--- src/rtl/tl_a_arbiter.sv ---
// Round-robin arbiter for TileLink channel A: NUM_REQ clients share one manager port, whole messages at a time.
// Define TL_ARB_STATS_EN to add per-client message counters on stat_msgs.
module tl_a_arbiter #(
    parameter int ADDR_W   = 64,
    parameter int DATA_W   = 64,
    parameter int SOURCE_W = 4,
    parameter int NUM_REQ  = 2,
    parameter int MAX_SIZE = 6
) (
    input  logic                         clk,
    input  logic                         rst,
    input  logic [NUM_REQ-1:0]           s_a_valid,
    output logic [NUM_REQ-1:0]           s_a_ready,
    input  logic [3*NUM_REQ-1:0]         s_a_opcode,
    input  logic [3*NUM_REQ-1:0]         s_a_param,
    input  logic [4*NUM_REQ-1:0]         s_a_size,
    input  logic [SOURCE_W*NUM_REQ-1:0]  s_a_source,
    input  logic [ADDR_W*NUM_REQ-1:0]    s_a_address,
    input  logic [8*NUM_REQ-1:0]         s_a_mask,
    input  logic [DATA_W*NUM_REQ-1:0]    s_a_data,
    output logic                         m_a_valid,
    input  logic                         m_a_ready,
    output logic [2:0]                   m_a_opcode,
    output logic [2:0]                   m_a_param,
    output logic [3:0]                   m_a_size,
    output logic [SOURCE_W-1:0]          m_a_source,
    output logic [ADDR_W-1:0]            m_a_address,
    output logic [7:0]                   m_a_mask,
    output logic [DATA_W-1:0]            m_a_data,
`ifdef TL_ARB_STATS_EN
    output logic [32*NUM_REQ-1:0]        stat_msgs,
`endif
    output logic [2:0]                   m_a_owner
);

    localparam int IDX_W     = (NUM_REQ > 1) ? $clog2(NUM_REQ) : 1;
    localparam int LOG_BYTES = $clog2(DATA_W / 8);
    localparam int SPAN      = (MAX_SIZE > LOG_BYTES) ? MAX_SIZE - LOG_BYTES : 0;
    localparam int CNT_W     = SPAN + 1;

    typedef enum logic [1:0] {IDLE, HOLD, BURST} state_t;

    state_t           state, state_nxt;
    logic [IDX_W-1:0] rr_ptr, owner, rr_sel, sel;
    logic [CNT_W-1:0] beats_left, beats;
    logic [3:0]       eff_size;
    logic             fire, last;
    int               cand;

    // Scan from the highest offset down so the lowest offset past rr_ptr wins.
    always_comb begin
        // NOTE: every variable written here gets a default first, so no latch is inferred.
        rr_sel = rr_ptr;
        cand   = 0;
        for (int k = NUM_REQ - 1; k >= 0; k--) begin
            cand = int'(rr_ptr) + k;
            if (cand >= NUM_REQ) cand = cand - NUM_REQ;
            if (s_a_valid[cand]) rr_sel = IDX_W'(cand);
        end
    end

    assign sel = (state == IDLE) ? rr_sel : owner;

    assign m_a_opcode  = s_a_opcode[3*sel +: 3];
    assign m_a_param   = s_a_param[3*sel +: 3];
    assign m_a_size    = s_a_size[4*sel +: 4];
    assign m_a_source  = s_a_source[SOURCE_W*sel +: SOURCE_W];
    assign m_a_address = s_a_address[ADDR_W*sel +: ADDR_W];
    assign m_a_mask    = s_a_mask[8*sel +: 8];
    assign m_a_data    = s_a_data[DATA_W*sel +: DATA_W];
    assign m_a_owner   = 3'(sel);

    // Beats in the message whose first beat is currently presented.
    always_comb begin
        eff_size = (m_a_size > 4'(MAX_SIZE)) ? 4'(MAX_SIZE) : m_a_size;
        beats    = CNT_W'(1);
        if ((m_a_opcode == 3'd0 || m_a_opcode == 3'd1) && eff_size > 4'(LOG_BYTES))
            beats = CNT_W'(1) << (eff_size - 4'(LOG_BYTES));
    end

    assign fire = m_a_valid && m_a_ready;
    assign last = (state == BURST) ? (beats_left == CNT_W'(1)) : (beats == CNT_W'(1));

    always_ff @(posedge clk or posedge rst) begin
        // NOTE: sequential state uses non-blocking assignments so every register samples pre-edge values.
        if (rst) state <= IDLE;
        else     state <= state_nxt;
    end

    always_comb begin
        state_nxt = state;
        case (state)
            IDLE, HOLD: begin
                if (fire)           state_nxt = last ? IDLE : BURST;
                else if (m_a_valid) state_nxt = HOLD;
            end
            BURST: if (fire && last) state_nxt = IDLE;
            default: state_nxt = IDLE;
        endcase
    end

    // Outputs are gated by rst so nothing handshakes while reset is held.
    always_comb begin
        m_a_valid = s_a_valid[sel] && !rst;
        s_a_ready = '0;
        if (m_a_ready && !rst) s_a_ready[sel] = 1'b1;
    end

    always_ff @(posedge clk or posedge rst) begin
        if (rst) begin
            rr_ptr     <= '0;
            owner      <= '0;
            beats_left <= '0;
        end else begin
            if (state == IDLE && m_a_valid) owner <= sel;
            if (fire) begin
                beats_left <= (state == BURST) ? beats_left - CNT_W'(1) : beats - CNT_W'(1);
                if (last) rr_ptr <= (sel == IDX_W'(NUM_REQ - 1)) ? '0 : sel + 1'b1;
            end
        end
    end

`ifdef TL_ARB_STATS_EN
    logic [31:0] stat_cnt [NUM_REQ];

    always_ff @(posedge clk or posedge rst) begin
        if (rst) begin
            for (int i = 0; i < NUM_REQ; i++) stat_cnt[i] <= '0;
        end else if (fire && last) begin
            stat_cnt[sel] <= stat_cnt[sel] + 32'd1;
        end
    end

    always_comb begin
        stat_msgs = '0;
        for (int i = 0; i < NUM_REQ; i++) stat_msgs[32*i +: 32] = stat_cnt[i];
    end
`endif

endmodule

--- config.mk ---
export PLATFORM = sky130hd
export DESIGN_NAME = tl_a_arbiter
export DESIGN_NICKNAME = d
export VERILOG_FILES = /design/src/rtl/tl_a_arbiter.sv
export SDC_FILE = /design/constraint.sdc
export NUM_CORES = 1
export LEC_CHECK = 0
export ABC_AREA = 1
export CORE_AREA = 2 2 182 184
export CTS_BUF_LIST = sky130_fd_sc_hd__clkbuf_4 sky130_fd_sc_hd__clkbuf_8
export DETAILED_ROUTE_END_ITERATION = 6
export DIE_AREA = 0 0 184 186
export MAX_ROUTING_LAYER = met4
export SLEW_MARGIN = 10
export SYNTH_ARGS = -nofsm -noshare
export SYNTH_HDL_FRONTEND = slang
export SYNTH_SLANG_ARGS = --single-unit
--- constraint.sdc ---
create_clock -name clk -period 2.7 [get_ports clk]
set_input_delay 0.54 -clock clk [delete_from_list [all_inputs] [get_ports clk]]
set_output_delay 0.54 -clock clk [all_outputs]
set_load 0.02 [all_outputs]
## Word level (Yosys, flattened, before mapping)

Index checks and enable logic that the tools add are counted.

- Bits in registers: 8
- Bits in latches: 0
- Memory bits (writable): 0
- Memory bits (read-only): 0
- Input bits: 305
- Output and inout bits: 156
- Logic and storage cells: 75
- Memories: 0

- $add $sub $neg: 7
- $mul: 1
- Div/mod/pow operators: 0
- Magnitude comparators: 8
- Eq/ne operators: 7
- Shift operators: 8
- Multiplexer cells: 26
- Bitwise gates (word level): 0
- Reductions and logical operators: 14

Operator list:

| kind | count |
|---|---|
| 128-bit by 8-bit indexed part select with 64-bit output | 2 |
| 32-bit by 3-bit < comparator with 1-bit output, second input constant | 2 |
| 32-bit two-way mux | 2 |
| 16-bit by 5-bit indexed part select with 8-bit output | 1 |
| 8-bit by 4-bit indexed part select with 4-bit output | 2 |
| 1-bit two-way mux | 14 |
| 4-bit two-way mux | 3 |
| 6-bit by 4-bit indexed part select with 3-bit output | 2 |
| 2-bit two-way mux | 5 |
| 4-bit by 1-bit equality test with 1-bit output, second input constant | 2 |
| 4-bit by 1-bit subtractor with 4-bit output, second input constant | 2 |
| 1-bit logical AND | 7 |
| 4-bit by 2-bit > comparator with 1-bit output, second input constant | 1 |
| 4-bit by 3-bit > comparator with 1-bit output, second input constant | 1 |
| 2-bit case mux with 2 select lines | 1 |
| 2-bit AND reduction | 2 |
| 1-bit by 4-bit left shift with 4-bit output, first input constant | 1 |
| 4-bit by 2-bit subtractor with 4-bit output, second input constant | 1 |
| 3-bit by 1-bit equality test with 1-bit output, second input constant | 1 |
| 3-bit zero test | 1 |
| 2-bit by 1-bit multiplier with 3-bit output, first input constant | 1 |
| 3-bit != test, second input constant | 1 |
| 1-bit by 2-bit subtractor with 3-bit output, second input constant | 1 |
| 2-bit by 2-bit subtractor with 3-bit output, second input constant | 1 |
| other kinds (14) | 14 |

## Depth between registers and ports, before layout

- Depth in word-level cells: 20
- Gate-level depth with buffers: 24
- Depth with buffers taken out: 23

## Worst setup path after synthesis

OpenSTA, ideal clock, no wires.

- Path type: in2reg
- Start point: input port s_a_valid[0]
- End point: register beats_left[1]
- Library setup time: 0.130 ns
- Arrival: 2.549 ns
- Required time: 2.570 ns
- Slack: 0.021 ns
- Stages: 19
- Path buffers: 1
- Path through: inv_2 > nand2_1 > nand2_1 > nand2_4 > nand2_8 > buf_8 > nand2_4 > nand2_4 > nand2_1 > nor2_2 > ha_1 > nand3_1 > nand2_1 > inv_2 > nor2_2 > nand3_1 > ha_1 > o211ai_1 > o21ai_0

- Word-level cells in the longest chain between the ends: 14
- Elaborated cells between the ends (all ways): 28
- Those cells by class: add/sub (2); mul (1); order compare (2); eq/ne (1); shift (3); mux (14); reduce/logical (5)

Ends and longest elaborated chain:

| item | line | source |
|---|---|---|
| start: declaration | 12 | `input logic [NUM_REQ-1:0] s_a_valid,` |
| 1-bit two-way mux (not written as such) (3 in series) | 58 | `if (s_a_valid[cand]) rr_sel = IDX_W'(cand);` |
| 1-bit two-way mux | 58 |  |
| 1-bit two-way mux * | 58 |  |
| 1-bit two-way mux * | 62 | `assign sel = (state == IDLE) ? rr_sel : owner;` |
| 8-bit by 4-bit indexed part select with 4-bit output * | 66 | `assign m_a_size = s_a_size[4*sel +: 4];` |
| named net m_a_size[0] | 25 | `output logic [3:0] m_a_size,` |
| 4-bit by 3-bit > comparator with 1-bit output | 75 | `eff_size = (m_a_size > 4'(MAX_SIZE)) ? 4'(MAX_SIZE) : m_a_size;` |
| 4-bit two-way mux * | 75 |  |
| 4-bit by 2-bit subtractor with 4-bit output or 4-bit by 2-bit > comparator with 1-bit output (tied branches) | 78, 77 |  |
| 1-bit by 4-bit left shift with 4-bit output or 1-bit logical AND (tied branches) | 78, 77 |  |
| 4-bit two-way mux * | 77 | `if ((m_a_opcode == 3'd0 \|\| m_a_opcode == 3'd1) && eff_size > 4'(LOG_BYTES))` |
| 4-bit by 1-bit subtractor with 4-bit output * | 117 | `beats_left <= (state == BURST) ? beats_left - CNT_W'(1) : beats - CNT_W'(1);` |
| 4-bit two-way mux * | 117 |  |
| end signal: assignment | 117 |  |
| end: declaration | 45 | `logic [CNT_W-1:0] beats_left, beats;` |

The timed path passes the listed nets; every way through them passes the cells marked *. The select of a mux whose other input is x is not followed.
A chain may end at the register's enable or synchronous reset.

## Final worst setup path

- Start point: register state[1]
- End point: register beats_left[2]

- Word-level cells in the longest chain between the ends: 10
- Elaborated cells between the ends (all ways): 22
- Those cells by class: add/sub (2); mul (1); order compare (2); eq/ne (2); shift (3); mux (6); reduce/logical (6)

Ends and longest elaborated chain:

| item | line | source |
|---|---|---|
| start: declaration | 43 | `state_t state, state_nxt;` |
| start signal: assignment | 87 | `else state <= state_nxt;` |
| 2-bit zero test | 62 |  |
| 1-bit two-way mux | 62 |  |
| 8-bit by 4-bit indexed part select with 4-bit output or 2-bit by 1-bit multiplier with 3-bit output (tied branches) | 66, 64 |  |
| 4-bit by 3-bit > comparator with 1-bit output or 6-bit by 4-bit indexed part select with 3-bit output (tied branches) | 75, 64 |  |
| 4-bit two-way mux, or another cell as far along | 75 |  |
| 4-bit by 2-bit subtractor with 4-bit output, or another cell as far along | 78 | `beats = CNT_W'(1) << (eff_size - 4'(LOG_BYTES));` |
| 1-bit by 4-bit left shift with 4-bit output or 1-bit logical AND (tied branches) | 78, 77 |  |
| 4-bit two-way mux | 77 |  |
| 4-bit by 1-bit subtractor with 4-bit output | 117 |  |
| 4-bit two-way mux | 117 |  |

Parallel ways exist; a longest one is shown, timed or not. The select of a mux whose other input is x is not followed.

==> qor.txt <==
Data required, critical path: 2.81 ns
Combinational Power Share: 95.6%
Worst-path cell chain: inv_2, nand2_4, nor2_4, nand2_8, buf_6, nand3b_1, nand2_2, buf_4, buf_4, nand2_4, nand2_2, nand2_2, inv_2, buf_4, buf_4, buf_4, buf_4, nor2_1, nand3_1, nand3_2, a21oi_2
Synth Warn #: 0
Final setup violation count: 0
Max-Cap Viols: 0
Outcome: complete, no violations
R2r startpoint: state[1]
Core Region: 0.0322 mm²
Critical path peak fanout: 7
Final net count: 1436
Clk root buf: clkbuf_8
Post-placement setup slack: -0.558 ns
Die ar.: 0.0342 mm²
Crit Path Class: reg2reg
Vias in the first global route: 5484
Gate count after technology mapping: 615
GRT Resource Usage Total: 11.3%
Post-Syn Area per Cell: 4.51 µm²
Leakage: 4.22 nW
Initial antenna violation count: 1
Largest family of logic cells by synthesized area: simple AND/OR/NAND/NOR gates
Unrepaired setup endpoints after global routing: true
Final instance area: 0.00840 mm²
Least-Margin Pin Slew: 0.556 ns
CTS tree: built
Min setup slack post-route: 0.0716 ns
Num rows: 66
Die width: 184 µm
DR WL/cell: 13.6 µm
Seq cells post-synth: 8
First-iteration detailed-routing DRC count: 160
PwrDens: 997 mW/mm²
Reg power frac: 2.7%
Die extent in y: 186 µm
Post-Syn Area: 0.00277 mm²
DR DRC count: 0
Hold endpoint: owner
Fin. Hold Viols: 0
Gr ovfl total: 0
Complex-gate fraction of the synthesized area: 4.33%
Worst Reg2Reg Path Length in Cells: 21
Distinct cells, synth: 31
Max incr delay on CP: 0.39 ns
Largest net degree at the start of global routing: 24
Clk pwr share: 1.7%
Port buffer count: 458
Synth Area in XOR/XNOR: 0%
Max VDD drop: 0.369 mV
Max-slew violations: 0
CTS clk-pin slew, worst paths: 0.04 ns
WP data arrival: 2.74 ns
Post-DP HPWL: 17300 µm
Initial core utilization: 8.61%
Final min period: 2.63 ns
Achievable Freq: 0.380 GHz
Skew final: 0.00356 ns
ANT cells: 0
TNS Setup: 0 ns
Htree depth: 1
Remaining antenna violation count: 0
First-pass GRT wire length: 29500 µm
Vias: 5496
Seq/Total Area, Yosys: 7.22%
Skew-Pair Late Insertion Delay: 0.23 ns
CTS Hold Buffers Added: 0
Inserted Clock Buffers: 3
GPL Wtd Cong: 0.918
# IOs: 461
Slew HR: 62.8%
Pre-antenna DRT Iters: 4
P&R area growth vs syn: 203%
Design Power: 8.37 mW
Routed vias/inst: 3.59
Cell mode on critical path: buf_4
Share of cells above drive strength 1: 25.8%
CP Capture Type: flop
Post-Synth Simple-Gate Area: 76.2%
Slowest CP cell: dfrtp_1
DP Area: 0.00820 mm²
Worst R2R Setup Slack: 0.07 ns
Final period utilization: 97.3%
P_sw: 4.60 mW
Hold crit path type: reg2reg
Sink Count: 8
RR Endpoint: beats_left[2]
P_int: 3.78 mW
Switching Fraction: 54.9%
WL final: 20800 µm
HP Start: owner
Clk buf depth: 2
Post-Synth Adder-Cell Area: 2.26%
Mux contribution to synthesized area: 0%
Hold Path Cell Cnt: 2
Critical path launch point type: flop
[worst max path at each step]
stage,slack (ns),cells after the start,start,end
floorplan,0.02,19,s_a_valid[0],beats_left[1]
global placement,-0.50,20,s_a_valid[0],beats_left[1]
detailed placement,-0.56,20,s_a_valid[0],beats_left[1]
CTS,0.02,12,s_a_valid[0],m_a_address[1]
global route,-0.09,22,state[1],rr_ptr
finish,0.07,21,state[1],beats_left[2]
[cell families (layout without fill, tap and decap cells)]
kind of cell / count (synthesis) / count (layout)
buf+inv: 63 / 570
fa+ha+maj: 5 / 5
compound gates: 18 / 18
other cells: 1 / 2
simple gates: 520 / 521
flops: 8 / 8
[metal layers]
| layer | track usage (%) | vias to the layer above | wire [µm] |
|---|---|---|---|
| met3 | 1.45 | 14 | 1210 |
| li1 | - | 2852 | - |
| met2 | 19.5 | 219 | 10500 |
| met4 | 1.63 | 0 | 238 |
| met5 | - | - | 0 |
| met1 | 14.3 | 2411 | 8810 |
[flip-flops by register name (all words and copies together), names as in the netlist]
name and count:
beats_left 4, owner 1, rr_ptr 1, state 2
[cell type report]
class / instances / area (µm²)
fill: 3576 / 23800
inverter: 27 / 106
sequential: 8 / 200
timing repair buffer: 540 / 5070
clock buffer: 3 / 41.3
multi-input combinational: 546 / 2470
tap: 408 / 510
[synthesized netlist by cell type (all sizes together)]
master | number | area, µm²
o21a | 1 | 7.51
ha | 5 | 62.6
o211ai | 1 | 7.51
conb | 1 | 3.75
nor3 | 3 | 15.0
nand3b | 3 | 22.5
nand2 | 478 | 1880
clkbuf | 17 | 63.8
a211oi | 1 | 7.51
nor2 | 21 | 119
dfrtp | 8 | 200
o21ai | 8 | 40.0
a22oi | 1 | 7.51
nand3 | 12 | 60.1
a21boi | 2 | 26.3
a21oi | 4 | 23.8
inv | 27 | 101
nand4 | 3 | 18.8
buf | 19 | 108
[cells in the final DEF, fill, tap and decap left out, drive strengths merged]
cell type and count:
clkdlybuf4s50 303, nand3 12, nor3 3, bufbuf 1, o21a 1, nand3b 3, a21oi 4, nor2 21
a22oi 1, dfrtp 8, clkdlybuf4s15 56, a211oi 1, o211ai 1, buf 156, conb 2, clkbuf 18
inv 27, nand2 479, ha 5, a21boi 2, nand4 3, o21ai 8, dlymetal6s2s 2, dlygate4sd2 7
[metrics by stage]
stage                     util, %  hold slack [ns]  cells
after floorplan                 -            0.364    616
after global placement       25.4            0.487   1499
after detailed placement     25.4            0.489   1499
after CTS                    25.7            0.497   1522
after global routing         26.1            0.602   1532
final                        26.1            0.567   1532
[power groups by stage]
stage	combinational (mW)	clock (mW)	sequential, mW
6_report	8.00	0.145	0.222
5_1_grt	8.68	0.153	0.228
4_1_cts	7.81	0.150	0.219
3_5_place_dp	7.88	0	0.218
3_3_place_gp	7.87	0	0.218
2_1_floorplan	3.81	0	0.209
[repair_timing]
item / in CTS / in global routing
pin swaps: 15 / 21
resized for setup: 491 / 69
buffers inserted: 17 / 10
cloned: 3 / 0
setup endpoints to repair: 154 / 41
[worst max-delay path, delay by kind of cell (launching register included)]
| family | cells | cell delay, ns |
|---|---|---|
| buffers and inverters | 9 | 1.04 |
| flip-flops | 1 | 0.39 |
| AND/OR/NAND/NOR | 11 | 1.01 |
| AO/OA/AOI/OAI | 1 | 0.06 |
No activity file was read; power rests on OpenSTA's default activity.
==> variant: new RTL, config.mk and constraints unchanged <==
Change the parameter `DATA_W` from 64 to 32.
--- a/src/rtl/tl_a_arbiter.sv
+++ b/src/rtl/tl_a_arbiter.sv
@@ -3,5 +3,5 @@
 module tl_a_arbiter #(
     parameter int ADDR_W   = 64,
-    parameter int DATA_W   = 64,
+    parameter int DATA_W   = 32,
     parameter int SOURCE_W = 4,
     parameter int NUM_REQ  = 2,
Ports: changed (resized m_a_data and s_a_data); port bits go from 461 to 365. No check against the original RTL was run, so the function may have changed too.
==> variant against the original RTL <==
- sequential cell count up 1
- final area is 13% lower
- total power decreased by 4.2%
- area after synthesis shrank 13%
- worst setup slack lost 0.0010 ns
- routed wire length down 22%
- sequential share of layout area grew 0.70 points
- hold slack got worse by 0.086 ns
==> variant: results (changes against the original RTL) <==
Outcome
  – Status: completed (unchanged)

Critical path
  – Worst setup path startpoint: s_a_valid[1] (was state[1]$_DFFE_PP0P_)
  – Crit-path slowest cell: clkdlybuf4s15_1 (was dfrtp_1)
  – Crit path to: m_a_address[35] (was beats_left[2]$_DFFE_PP0P_)
  – R2R Setup Slk: 0.10 ns (was 0.07 ns)
  – CP arrival: 2.09 ns (was 2.74 ns)
  – Crit-path max FO: 5 (was 7)
  – FF-to-FF path depth: 23 (was 21)
  – Slowest cell delay on critical path: 0.29 ns (was 0.39 ns)

Power
  – Leakage power: 3.55 nW (was 4.22 nW)
  – Peak VDD IR: 0.382 mV (was 0.369 mV)

Place
  – Gpl congestion: 0.804 (was 0.918)
  – Input/output buffers: 362 (was 458)
  – Hpwl dp: 12.8 mm (was 17.3 mm)

Detailed routing
  – Initial DRC count: 111 (was 160)
  – DRT Wirelength: 16.2 mm (was 20.8 mm)
  – Via count: 4467 (was 5496)

Worst hold path
  – Hold Path End: rr_ptr$_DFFE_PP0P_ (was owner$_DFFE_PP0P_)
  – Worst Hold Launch: rr_ptr$_DFFE_PP0P_ (was owner$_DFFE_PP0P_)
  – Worst hold-check path type: reg -> reg (unchanged)

Synth
  – Top post-synthesis cells by count: nand2_1, clkbuf_1, inv_1 (was nand2_1, inv_1, clkbuf_1)
  – Top cells by area, synth: nand2_1, dfrtp_1, clkbuf_1, nand2_2, nand3_1 (was nand2_1, dfrtp_1, inv_1, nand2_4, clkbuf_1)

CTS
  – Post-CTS Resized: 272 (was 491)

Timing
  – Crit share post-route: 97.4% (was 97.3%)
  – Worst Skew: 0.000544 ns (was 0.00356 ns)

Cells and area
  – Share of cells above drive strength 1: 19.8% (was 25.8%)
  – Fillers: 3588 (was 3576)
  – Nets@finish: 1170 (was 1436)
  – Largest registers: beats_left: 5 flops, state: 2 flops (was beats_left: 4 flops, state: 2 flops)

Global route
  – Total GRT Usage: 9.12% (was 11.3%)
  – Largest net degree at the start of global routing: 25 (was 24)
## variant: cell types whose count changed in the layout (fill, tap and decap cells not counted), sizes merged, moves of 4 or more
cell and delta:
clkdlybuf4s15 +7, dlygate4sd2 +31, buf -78, nand3 +4, nor2 -4, inv -5, o21ai -4, nand2 -90
clkdlybuf4s50 -63
## variant: cell families after synthesis
family,Yosys count,synth area share (%)
simple gates,434,74.9
buf+inv,50,8.80
compound gates,13,3.52
flops,9,9.32
fa+ha+maj,5,2.59
xor+xnor,2,0.725
other cells,1,0.155
## variant: cell type report
class	instances	area [sq um]	area share [%]
sequential	9	225	3.09
tap	408	510	7.00
multi-input combinational	456	2100	28.8
antenna	1	2.50	0.0343
timing repair buffer	432	4310	59.0
clock buffer	4	48.8	0.669
inverter	22	100	1.37
## variant: routing by layer
metal  share of wire [%]  vias to the layer above  GRT usage (%)
met4                 1.3                        0           1.76
met5                   0                        -              -
met2                  50                      168           16.0
met3                 5.2                       13           1.41
met1                  44                     1917           11.1
li1                    -                     2369              -
## variant: through the flow
stage                     std cells  area (sq um)  hold WS (ns)
after floorplan                 515          2450         0.368
after global placement         1300          6860         0.469
after detailed placement       1300          6860         0.474
after CTS                      1323          7250         0.479
after global routing           1332          7300         0.499
final                          1332          7300         0.481
## variant: power breakdown
group | leakage [nW] | internal [mW] | switching, mW | total, mW
combinational | 3.41 | 3.44 | 4.18 | 7.62
sequential | 0.115 | 0.195 | 0.0473 | 0.243
clock | 0.0262 | 0.113 | 0.0497 | 0.162
total | 3.55 | 3.75 | 4.27 | 8.02
## variant: tightest hold or removal path, delay by kind of cell (launching register included)
| kind | cells | cell delay (ns) |
|---|---|---|
| DFF | 1 | 0.34 |
| and+or+nand+nor | 2 | 0.11 |
